**src/rtl/player_btn_conditioner.sv**
```systemverilog
// Purpose : turns four raw board buttons into clean one-hot move pulses with hold-to-repeat.
// Latency : 2-cycle synchronizer + DEBOUNCE_CYCLES debounce; move_pulse registers one cycle after btn_level rises.
// Backpressure: none; enable=0 suppresses pulses (debouncing continues), direction changes abort to IDLE.
// Ports:
//   clk        system clock, rising edge
//   rst        asynchronous active-low reset
//   btns       raw buttons [0]=up [1]=down [2]=left [3]=right, 1=pressed
//   enable     game running; 0 suppresses move pulses
//   move_pulse registered one-hot (or zero) move command, same bit order as btns
//   btn_level  debounced button levels
//   repeating  high while auto-repeat is active
module player_btn_conditioner #(
  parameter int DEBOUNCE_CYCLES = 1000000,
  parameter int REPEAT_DELAY    = 30000000,
  parameter int REPEAT_RATE     = 10000000
) (
  input  logic       clk,
  input  logic       rst,
  input  logic [3:0] btns,
  input  logic       enable,
  output logic [3:0] move_pulse,
  output logic [3:0] btn_level,
  output logic       repeating
);

  localparam int DB_W   = (DEBOUNCE_CYCLES > 1) ? $clog2(DEBOUNCE_CYCLES) : 1;
  localparam int T_MAX  = (REPEAT_DELAY > REPEAT_RATE) ? REPEAT_DELAY : REPEAT_RATE;
  localparam int TM_W   = (T_MAX > 1) ? $clog2(T_MAX) : 1;

  localparam logic [DB_W-1:0] DB_LAST    = DB_W'(DEBOUNCE_CYCLES - 1);
  localparam logic [TM_W-1:0] DELAY_LAST = TM_W'(REPEAT_DELAY - 1);
  localparam logic [TM_W-1:0] RATE_LAST  = TM_W'(REPEAT_RATE - 1);

  typedef enum logic [1:0] {IDLE, DELAY, REPEAT} state_t;

  logic [3:0]      syncMeta;
  logic [3:0]      syncOut;
  logic [DB_W-1:0] dbCnt [4];
  logic            selVld;
  logic [1:0]      sel;
  logic [1:0]      dir;
  logic [TM_W-1:0] timer;
  state_t          state;

  function automatic logic [3:0] oneHot(input logic [1:0] d);
    oneHot = 4'b0001 << d;
  endfunction

  // Two-flop synchronizer for the asynchronous buttons.
  always_ff @(posedge clk or negedge rst) begin
    if (!rst) begin
      syncMeta <= '0;
      syncOut  <= '0;
    end else begin
      syncMeta <= btns;
      syncOut  <= syncMeta;
    end
  end

  // Per-bit debouncer: the level flips only after the synchronized input has
  // disagreed with it for DEBOUNCE_CYCLES consecutive cycles.
  always_ff @(posedge clk or negedge rst) begin
    if (!rst) begin
      btn_level <= '0;
      for (int i = 0; i < 4; i++) dbCnt[i] <= '0;
    end else begin
      for (int i = 0; i < 4; i++) begin
        if (syncOut[i] == btn_level[i]) begin
          dbCnt[i] <= '0;
        end else if (dbCnt[i] == DB_LAST) begin
          btn_level[i] <= syncOut[i];
          dbCnt[i]     <= '0;
        end else begin
          dbCnt[i] <= dbCnt[i] + 1'b1;
        end
      end
    end
  end

  // Priority select: up > down > left > right.
  always_comb begin
    selVld = 1'b1;
    sel    = 2'd0;
    if (btn_level[0])      sel = 2'd0;
    else if (btn_level[1]) sel = 2'd1;
    else if (btn_level[2]) sel = 2'd2;
    else if (btn_level[3]) sel = 2'd3;
    else                   selVld = 1'b0;
  end

  // Pulse/repeat FSM. Any change of the selected direction (including release)
  // or loss of enable drops back to IDLE, which re-decides on the next cycle.
  always_ff @(posedge clk or negedge rst) begin
    if (!rst) begin
      state      <= IDLE;
      dir        <= 2'd0;
      timer      <= '0;
      move_pulse <= '0;
      repeating  <= 1'b0;
    end else begin
      move_pulse <= '0;
      repeating  <= 1'b0;
      case (state)
        IDLE: begin
          if (enable && selVld) begin
            move_pulse <= oneHot(sel);
            dir        <= sel;
            timer      <= '0;
            state      <= DELAY;
          end
        end
        DELAY: begin
          if (!enable || !selVld || sel != dir) begin
            state <= IDLE;
            timer <= '0;
          end else if (timer == DELAY_LAST) begin
            move_pulse <= oneHot(dir);
            timer      <= '0;
            repeating  <= 1'b1;
            state      <= REPEAT;
          end else begin
            timer <= timer + 1'b1;
          end
        end
        REPEAT: begin
          if (!enable || !selVld || sel != dir) begin
            state <= IDLE;
            timer <= '0;
          end else begin
            repeating <= 1'b1;
            if (timer == RATE_LAST) begin
              move_pulse <= oneHot(dir);
              timer      <= '0;
            end else begin
              timer <= timer + 1'b1;
            end
          end
        end
        default: begin
          state <= IDLE;
          timer <= '0;
        end
      endcase
    end
  end

endmodule

```
**config.mk**
```make
export PLATFORM = sky130hd
export DESIGN_NAME = player_btn_conditioner
export DESIGN_NICKNAME = d
export VERILOG_FILES = /design/src/rtl/player_btn_conditioner.sv
export SDC_FILE = /design/constraint.sdc
export NUM_CORES = 1
export LEC_CHECK = 0
export ABC_CLOCK_PERIOD_IN_PS = 5400
export CORE_ASPECT_RATIO = 1.75
export CORE_UTILIZATION = 67
export CTS_CLUSTER_SIZE = 12
export DETAILED_ROUTE_END_ITERATION = 8
export PLACE_DENSITY = 0.91
export SYNTH_ARGS = -nofsm -noshare
export SYNTH_HDL_FRONTEND = slang
export SYNTH_SLANG_ARGS = --single-unit
```
**constraint.sdc**
```tcl
create_clock -name clk -period 5.4 [get_ports clk]
set_clock_uncertainty 0.1 [all_clocks]
set_input_delay 0.54 -clock clk [delete_from_list [all_inputs] [get_ports clk]]
set_output_delay 0.54 -clock clk [all_outputs]
set_load 0.02 [all_outputs]
```
==> results.ini <==
[timing]
period_share = 0.534
max-slew-margin-rel = 0.283
setup_viol = 0
report.final.slew_viol_count = 0
tns_ns = 0
rsz0062_at_grt = no
hold_violations = 0
worst_pin_slew_ns = 1.07
fmax_mhz = 347
post-route-min-period_ns = 2.88

[power]
clockPowerShare = 0.542
power_density_nw_per_um2 = 308
comb_power_share = 0.022
power.leakage_nw = 3.00
switching_share = 0.214
peakVddDrop_mv = 0.292
p_seq_frac = 0.435
total_power_w = 0.00221
intPower_w = 0.00174
power_switching_w = 0.000474

[worst_setup_path]
path_max_fanout = 11
cp.required_ns = 5.60
worstSetupStartpointType = flip-flop
critPathArrivalTime_ns = 3.08
critical_path_class = reg2reg
r2r_start = timer[7]
worstSetupStartpoint = timer[7]
end_kind = flip-flop

[drt]
viasPerCell = 6.37
routedWlPerCell_um = 18.3
antenna_left = 0
dr.pass1.iters = 5
routed_wl_mm = 14.6
drt_iter0_drc = 501
drc = 0
vias = 5081

[global_routing]
grt_overflow = 0
grt_pass1_wl_mm = 24.3
grtUsageTotal = 0.335
grt_max_degree = 79
antenna_found_initial = 1
grt_pass1_vias = 5244

[synth]
synthSimpleGateAreaFrac = 0.248
ys.flop_type = dfrtp_1
avgSynthCellArea_um2 = 9.82
syn-num-nets = 661
synth-seq-cells = 126
ys_types = 56
synth_compound_area_frac = 0.0754
synth_top_family_by_area = simple AND/OR/NAND/NOR gates
yosysWarningCount = 0
syn_inst = 645
synth_mux_area_frac = 0.0120
synth-xor-area-share = 0.124
netlist_area_um2 = 6330
synth_edf_count = 0
synth-adder-area-share = 0.0178
async_flop_share = 1.00
yosysSeqAreaShare = 0.498

[die]
die_w_um = 75.5
die_area_um2 = 9860
rows = 46
io_pins = 16
die-height_um = 131
core_area_um2 = 9090
start_util = 0.697

[clocking]
hold_buffers = 0
post_cts_resized = 0
htreeDepth = 4
worstSkewPairLatency_ns = 0.43
post_cts_buffers = 0
cts.sinks = 126
cts_buffers = 17
clk_pin_slew_worst_paths_ns = 0.06
cts.path.max_buffers = 2
cts_tree = done
root_buffer = clkbuf_16

[hold_path]
hold_path_class = in2async

[cells_and_area]
syn2layout_area_growth_pct = 13.6
final_cells = 798
utilization = 0.791
fin_area_um2 = 7200
finalNetCount = 680
drive_gt1_frac = 0.0812

[place]
place.gp.congestion = 0.880
port_buffers = 15
place_inst = 765
place_area_um2 = 6570
hpwl_mm = 9.12

[outcome]
outcome = complete, no violations

[job]
cap_violations = 0

[area by class of cell]
| type | count | area, µm² |
|---|---|---|
| Sequential cell | 126 | 3150 |
| Multi-Input combinational cell | 481 | 3030 |
| Fill cell | 556 | 1900 |
| Clock buffer | 19 | 433 |
| Clock inverter | 13 | 190 |
| Timing Repair Buffer | 17 | 163 |
| Tap cell | 120 | 150 |
| Inverter | 21 | 78.8 |
| Antenna cell | 1 | 2.50 |
[placed cells by master, fill, tap and decap left out, types with 6 or more instances in the layout]
| cell type | synthesis | routed |
|---|---|---|
| clkbuf_16 | 0 | 17 |
| nand3_1 | 48 | 48 |
| nor2_1 | 108 | 108 |
| nor3_1 | 14 | 14 |
| dfrtp_1 | 126 | 126 |
| inv_1 | 21 | 21 |
| nand4_1 | 26 | 26 |
| xor2_1 | 45 | 45 |
| a211oi_1 | 8 | 8 |
| a221o_1 | 6 | 6 |
| and3_1 | 12 | 12 |
| clkdlybuf4s50_1 | 0 | 14 |
| xnor2_1 | 45 | 45 |
| ha_1 | 9 | 9 |
| nand2_1 | 40 | 40 |
| nor4_1 | 14 | 14 |
| a21oi_1 | 24 | 24 |
[per-stage QoR]
step | hold WS (ns) | worst slack, ns
2_1_floorplan | 0.144 | 2.99
3_3_place_gp | 0.234 | 2.56
3_5_place_dp | 0.236 | 2.52
4_1_cts | 0.208 | 2.58
5_1_grt | 0.249 | 2.36
6_report | 0.173 | 2.52
[layer usage]
metal | up-vias | share of wire | GRT usage | wire length, µm
li1 | 2303 | - | - | -
met1 | 2499 | 0.37 | 0.354 | 5420
met2 | 202 | 0.53 | 0.561 | 7700
met3 | 77 | 0.048 | 0.115 | 700
met4 | 0 | 0.053 | 0.205 | 781
met5 | - | 0 | 0 | 0
[registers in the layout (all words and copies together), names as in the netlist]
name / flops
syncMeta: 4
dir: 2
move_pulse: 4
syncOut: 4
repeating: 1
timer: 25
btn_level: 4
state: 2
dbCnt: 80
[power by group through the flow]
stage               Combinational [W]  Sequential (W)  Clock, W
floorplan                   0.0000211        0.000979         0
global placement            0.0000465        0.000980         0
detailed placement          0.0000491        0.000981         0
CTS                         0.0000501        0.000965   0.00121
global route                0.0000562        0.000965   0.00125
finish                      0.0000490        0.000965   0.00120
[cell usage after synthesis, types with 2 or more instances]
cell type / number / area, µm²
a2111oi_0: 3 / 26.3
a211o_1: 3 / 26.3
a211oi_1: 8 / 60.1
a21oi_1: 24 / 120
a221o_1: 6 / 60.1
and2_1: 5 / 31.3
and3_1: 12 / 75.1
and4_1: 3 / 26.3
and4b_1: 4 / 40.0
buf_2: 2 / 10.0
clkbuf_1: 12 / 45.0
dfrtp_1: 126 / 3150
ha_1: 9 / 113
inv_1: 21 / 78.8
mux2_2: 5 / 56.3
mux2i_1: 2 / 20.0
nand2_1: 40 / 150
nand2b_1: 4 / 25.0
nand3_1: 48 / 240
nand3b_1: 3 / 22.5
nand4_1: 26 / 163
nor2_1: 108 / 405
nor2b_1: 4 / 25.0
nor3_1: 14 / 70.1
nor3b_1: 3 / 22.5
nor4_1: 14 / 87.6
nor4b_1: 4 / 35.0
o2111ai_1: 5 / 43.8
o211ai_1: 2 / 15.0
o21ai_0: 5 / 25.0
or2_2: 5 / 31.3
or3_1: 2 / 12.5
or4_1: 2 / 15.0
xnor2_1: 45 / 394
xor2_1: 45 / 394
[worst max-delay path: stages, from the launching register on]
cell	delay [ns]
dfrtp_1	0.45
or4b_1	0.60
or4_4	0.58
o21ai_2	0.44
a21oi_2	0.22
a221o_1	0.36
[cell families (layout without fill, tap and decap cells)]
logic type / after synthesis / count (layout)
AO/OA/AOI/OAI: 66 / 66
XOR/XNOR: 90 / 90
buffers and inverters: 38 / 70
adder cells (fa/ha/maj): 9 / 9
multiplexers: 7 / 7
AND/OR/NAND/NOR: 309 / 309
other: 0 / 1
flip-flops: 126 / 126
[path summary, 6_finish.rpt]
path,end,slack (ns),cells past startpoint
setup / recovery,timer[4],2.52,5
hold / removal,dbCnt[62],0.17,1
setup reg to reg,timer[4],2.52,5
hold reg to reg,syncOut[1],0.25,0
max in group asynchronous,dbCnt[56],3.83,2
min in group clk,syncOut[1],0.25,0
Note: power is estimated with default switching activity, not from simulation.
